File: config.mk
export PLATFORM = sky130hd
export DESIGN_NAME = vga_timing
export DESIGN_NICKNAME = d
export VERILOG_FILES = /design/src/rtl/vga_timing.sv
export SDC_FILE = /design/constraint.sdc
export NUM_CORES = 1
export LEC_CHECK = 0
export BUFFER_PORTS_ARGS = -buffer_cell sky130_fd_sc_hd__buf_4
export CAP_MARGIN = 25
export CORE_UTILIZATION = 40
export CTS_CLUSTER_SIZE = 12
export DETAILED_ROUTE_END_ITERATION = 12
export PLACE_DENSITY = 0.68
export RECOVER_POWER = 100
export SYNTH_ARGS = -nofsm -noshare
export SYNTH_HDL_FRONTEND = slang
export SYNTH_SLANG_ARGS = --single-unit
File: constraint.sdc
create_clock -name Pclk -period 1.8 [get_ports Pclk]
set_input_delay 0.36 -clock Pclk [delete_from_list [all_inputs] [get_ports Pclk]]
set_output_delay 0.36 -clock Pclk [all_outputs]
set_load 0.01 [all_outputs]
File: src/rtl/vga_timing.sv
// VGA raster timing generator: pixel/line counters with registered, mutually aligned sync outputs.
// Optional frame counter output enabled by defining VGA_TIMING_FRAME_CNT_EN.
module vga_timing #(
    parameter int unsigned H_ACTIVE = 640,
    parameter int unsigned H_FP     = 16,
    parameter int unsigned H_SYNC   = 96,
    parameter int unsigned H_BP     = 48,
    parameter int unsigned V_ACTIVE = 480,
    parameter int unsigned V_FP     = 10,
    parameter int unsigned V_SYNC   = 2,
    parameter int unsigned V_BP     = 33
) (
    input  logic       Pclk,
    input  logic       rst,
    output logic [9:0] xx,
    output logic [9:0] yy,
    output logic       aactive,
    output logic       hsync,
    output logic       vsync,
    output logic       frame_start,
    output logic       line_start
`ifdef VGA_TIMING_FRAME_CNT_EN
    ,
    output logic [7:0] frame_cnt
`endif
);

    localparam int unsigned H_TOTAL = H_ACTIVE + H_FP + H_SYNC + H_BP;
    localparam int unsigned V_TOTAL = V_ACTIVE + V_FP + V_SYNC + V_BP;

    localparam logic [9:0] HLast   = 10'(H_TOTAL - 1);
    localparam logic [9:0] VLast   = 10'(V_TOTAL - 1);
    localparam logic [9:0] HAct    = 10'(H_ACTIVE);
    localparam logic [9:0] VAct    = 10'(V_ACTIVE);
    localparam logic [9:0] HSyncLo = 10'(H_ACTIVE + H_FP);
    localparam logic [9:0] HSyncHi = 10'(H_ACTIVE + H_FP + H_SYNC);
    localparam logic [9:0] VSyncLo = 10'(V_ACTIVE + V_FP);
    localparam logic [9:0] VSyncHi = 10'(V_ACTIVE + V_FP + V_SYNC);

    // h_q/v_q hold the pixel that the next edge will present on the outputs.
    logic [9:0] h_q, h_d;
    logic [9:0] v_q, v_d;
    logic       h_wrap;

    logic aactive_d, hsync_d, vsync_d, frame_start_d, line_start_d;

    always_comb begin
        h_wrap = (h_q == HLast);
        h_d    = h_wrap ? 10'd0 : h_q + 10'd1;
        v_d    = v_q;
        if (h_wrap) begin
            v_d = (v_q == VLast) ? 10'd0 : v_q + 10'd1;
        end
    end

    always_comb begin
        aactive_d     = (h_q < HAct) && (v_q < VAct);
        hsync_d       = !((h_q >= HSyncLo) && (h_q < HSyncHi));
        vsync_d       = !((v_q >= VSyncLo) && (v_q < VSyncHi));
        frame_start_d = (h_q == 10'd0) && (v_q == 10'd0);
        line_start_d  = (h_q == 10'd0);
    end

    always_ff @(posedge Pclk) begin
        if (rst) begin
            h_q         <= 10'd0;
            v_q         <= 10'd0;
            xx          <= 10'd0;
            yy          <= 10'd0;
            aactive     <= 1'b0;
            hsync       <= 1'b1;
            vsync       <= 1'b1;
            frame_start <= 1'b0;
            line_start  <= 1'b0;
        end else begin
            h_q         <= h_d;
            v_q         <= v_d;
            xx          <= h_q;
            yy          <= v_q;
            aactive     <= aactive_d;
            hsync       <= hsync_d;
            vsync       <= vsync_d;
            frame_start <= frame_start_d;
            line_start  <= line_start_d;
        end
    end

`ifdef VGA_TIMING_FRAME_CNT_EN
    // The first frame after reset release keeps the count at zero.
    logic first_q;

    always_ff @(posedge Pclk) begin
        if (rst) begin
            frame_cnt <= 8'd0;
            first_q   <= 1'b1;
        end else if (frame_start_d) begin
            if (first_q) begin
                first_q <= 1'b0;
            end else begin
                frame_cnt <= frame_cnt + 8'd1;
            end
        end
    end
`endif

endmodule

After elaboration in Yosys (flattened, before gate mapping)
Cells that the tools add are included.
{ "word_totals": {"reg_bits": 45, "in_bits": 2, "out_inout_bits": 25, "word_cells": 29} }
{ "classes": {"addsub": 2, "n_lt_le_gt_ge": 6, "eq_ne": 2, "muxes": 1, "n_reduce_logical": 9} }
{ "ops": {"columns": ["cell", "n"], "rows": [
  ["10-bit by 1-bit adder with 10-bit output (second input constant)", 2],
  ["10-bit equality test (second input constant)", 2],
  ["10-bit logical NOT", 2],
  ["10-bit < comparator (second input constant)", 2],
  ["10-bit by 9-bit < comparator with 1-bit output (second input constant)", 2],
  ["10-bit greater-or-equal comparator (second input constant)", 1],
  ["10-bit by 9-bit greater-or-equal comparator with 1-bit output (second input constant)", 1],
  ["10-bit two-way mux", 1],
  ["1-bit logical AND", 4],
  ["1-bit logical NOT", 2],
  ["2-bit OR reduction", 1]
]} }

Logic depth before layout (Yosys ltp)
{ "logic_depth": {"depth_word": 3, "mapped_depth": 6} }

Least setup slack after synthesis
OpenSTA, ideal clock, no wires.
{ "synth_timing": {"path_kind": "reg-to-reg", "startpoint": "register h_q[4]", "endpoint": "register v_q[7]", "setup_time_ns": 0.070, "t_arrival_ns": 1.823, "setup_slack_ns": -0.092, "path_stages_with_launch": 6, "n_path_buf": 1, "path_cell_list": "dfxtp_1 -> or3b_1 -> buf_2 -> or4_4 -> or3_1 -> a21oi_1"} }
{ "synth_via": {"elab_chain_len": 1} }
{ "synth_lines": {"columns": ["element", "line", "rtl"], "rows": [
  ["start: declaration", "41", "logic [9:0] h_q, h_d;"],
  ["start signal: assignment", "66", "h_q <= 10'd0;"],
  ["start signal: assignment", "76", "h_q <= h_d;"],
  ["10-bit equality test", "48", "h_wrap = (h_q == HLast);"],
  ["end signal: assignment", "77", "v_q <= v_d;"],
  ["end: declaration", "42", "logic [9:0] v_q, v_d;"]
]} }
Every way passes these cells.
A chain may end at the register's enable or synchronous reset.

Final worst setup path
{ "layout_timing": {"startpoint": "register h_q[6]", "endpoint": "register v_q[7]"} }
Same word-level chain as after synthesis.

==> results.yml <==
synthesis:
  ys_ff_latch: 45
  postSynthCellCount: 170
  synth_top_cells_by_area: "dfxtp_1 54%, nor2b_1 6.8%, nor2_1 5.2%"
  synth_top_area_share: 0.543
  synth_edf_count: 0
  synth_area_leader_cell: "dfxtp_1"
  synth_ff_type: "dfxtp_1"
  synth_nets: 176
  yosysWarnings: 0
  async_flop_share: 0
  syn_area_per_cell_um2: 9.76
  yosysSeqAreaShare: 0.543
  synth_area_mm2: 0.00166
  synth_cell_types: 33
grt:
  grt_pass1_vias: 1144
  overflow: 0
  grt_start_max_net_pins: 29
  antenna_found_initial: 0
  grt_pass1_wl_um: 5110
  track_usage: 0.161
drt:
  post-route-drc-count: 0
  dr_total_vias: 1250
  vias_per_cell: 4.81
  drtIter0Drc: 48
  wire_per_inst_um: 12.1
  routed_wl_um: 3150
  drt_pre_antenna_iters: 5
  ant_nets: 0
setup_path:
  cp_max_fo: 6
  cp_slowest_cell: "or4_4"
  slowest_delay_ps: 460
  arrival_ps: 1990
  critPathRequiredTime_ps: 2040
  crit_path_start_kind: "flip-flop"
  cp-end-kind: "flip-flop"
  crit_chain: "or3b_4 -> or4_4 -> or3_1 -> a21oi_2"
  critPathKind: "reg -> reg"
power_and_ir_drop:
  power_leakage_nw: 0.777
  powerDensity_mw_per_mm2: 827
  vdd_drop_max_uv: 257
  power_mw: 1.65
clock_tree:
  clock_path_buffers: 2
  root_buffer: "clkbuf_8"
  cts.sinks: 45
  hold_buffers: 0
  cts_tree: "built"
  cts.clk_slew.worst_paths_ps: 80
  htreeDepth: 2
  cts_made_buffers: 5
  clk_latency_ps: 300
timing:
  tns_ps: 0
  slew_violations: 0
  hold_violations: 0
  min_period_over_period: 0.975
  fin_worst_skew_ps: 4.98
  relSlewSlack: 0.191
  setup_viol: 0
  fin_crit_ps: 1760
  worst_slew_pin_slew_ps: 1210
  fmaxAchievable_mhz: 570
layout:
  final_nets: 217
  design_area_mm2: 0.00200
  fillCellCount: 390
  drive_above_1_share: 0.148
  synthToLayoutAreaGrowth_pct: 20.5
  antennaDiodeCount: 0
place:
  io_buffers: 26
  gp_congestion: 0.778
  hpwlAfterDp_um: 2190
  dpl_cell_area_mm2: 0.00201
die:
  die-width_um: 66.4
  die_y_um: 66.4
  start_util: 0.415
  die_area_mm2: 0.00441
  core_mm2: 0.00400
  rows: 23
  io_pins: 27
run_status:
  status: "finished clean"
run:
  maxCapViolations: 0
hold_path:
  hold_class: "in -> reg"
[worst max-delay path, delay by kind of cell (launching register included)]
kind | cells | cell delay (ps)
flops | 1 | 320
simple gates | 3 | 1230
compound gates | 1 | 140
[routing by layer]
metal / vias to the layer above / wire (um) / GRT usage
met5: - / 0 / 0
met4: 0 / 72 / 0.0931
met3: 5 / 151 / 0.0534
met2: 30 / 1400 / 0.251
met1: 571 / 1520 / 0.191
li1: 644 / - / -
[synth_stat cells, types with 2 or more instances]
cell type,instances
nand3_1,6
o21ai_0,3
nor2b_1,18
clkbuf_1,8
a21oi_1,2
or3_1,3
dfxtp_1,45
nor2_1,23
and3_1,4
xnor2_1,6
nand2_1,5
nand4b_1,2
mux2i_1,2
ha_1,4
nand4_1,4
inv_1,6
nor3_1,3
nor4_1,5
xor2_1,7
[final timing paths]
path / from / endpoint / slack, ps / cells past startpoint
max: h_q[6]$_SDFF_PP0_ / v_q[7]$_SDFFE_PP0N_ / 40 / 4
min: rst / line_start$_SDFF_PP0_ / 400 / 3
max reg2reg: h_q[6]$_SDFF_PP0_ / v_q[7]$_SDFFE_PP0N_ / 40 / 4
min reg2reg: v_q[0]$_SDFFE_PP0N_ / yy[0]$_SDFF_PP0_ / 510 / 2
[cells by family after synthesis]
logic type | Yosys count | synth area share
fa+ha+maj | 4 | 0.0302
simple gates | 84 | 0.284
compound gates | 6 | 0.0204
flops | 45 | 0.543
xor+xnor | 13 | 0.0686
mux | 3 | 0.0189
buf+inv | 15 | 0.0347
[area by class of cell]
type | instances | area [um2] | share of cell area
Sequential cell | 45 | 903 | 0.452
Multi-Input combinational cell | 110 | 721 | 0.360
Timing Repair Buffer | 43 | 216 | 0.108
Clock buffer | 5 | 68.8 | 0.0344
Tap cell | 50 | 62.6 | 0.0313
Inverter | 6 | 22.5 | 0.0113
Clock inverter | 1 | 5.00 | 0.00250
[per-stage QoR]
stage          hold slack [ps]  utilization  cells  setup WS, ps
2_1_floorplan              438            -    170          14.7
4_1_cts                    379        0.522    260          6.79
3_3_place_gp               461        0.503    254          92.2
3_5_place_dp               469        0.503    254          3.38
6_report                   403        0.500    260          44.9
5_1_grt                    409        0.500    260         -17.2
[repair_timing]
item / 4_1_cts / 5_1_grt
pin swaps: 1 / 2
resized for setup: 1 / 6
buffers inserted: 0 / 0
setup endpoints to repair: 8 / 9
[flip-flops by register name (all words and copies together) (netlist names)]
register     flops
aactive          1
frame_start      1
h_q             10
hsync            1
line_start       1
v_q             10
vsync            1
xx              10
yy              10
[power breakdown]
group | switching [mW] | internal [mW]
Sequential | 0.00594 | 1.01
Combinational | 0.0405 | 0.0280
Clock | 0.314 | 0.255
Total | 0.361 | 1.29
[layout by cell type (no fill, tap or decap), drive strengths merged, types with 3 or more instances in the layout]
cell type  synthesis  layout
nor2b             18      18
buf                1      13
inv                6       6
nand4              4       4
o21ai              3       3
dfxtp             45      45
nor4               5       5
xor2               7       7
nor3               3       3
nand3              6       6
xnor2              6       6
or3                3       3
clkbuf             8      35
ha                 4       4
nor2              23      23
and3               4       4
nand2              5       5
Power figures use the tool's default switching activity.
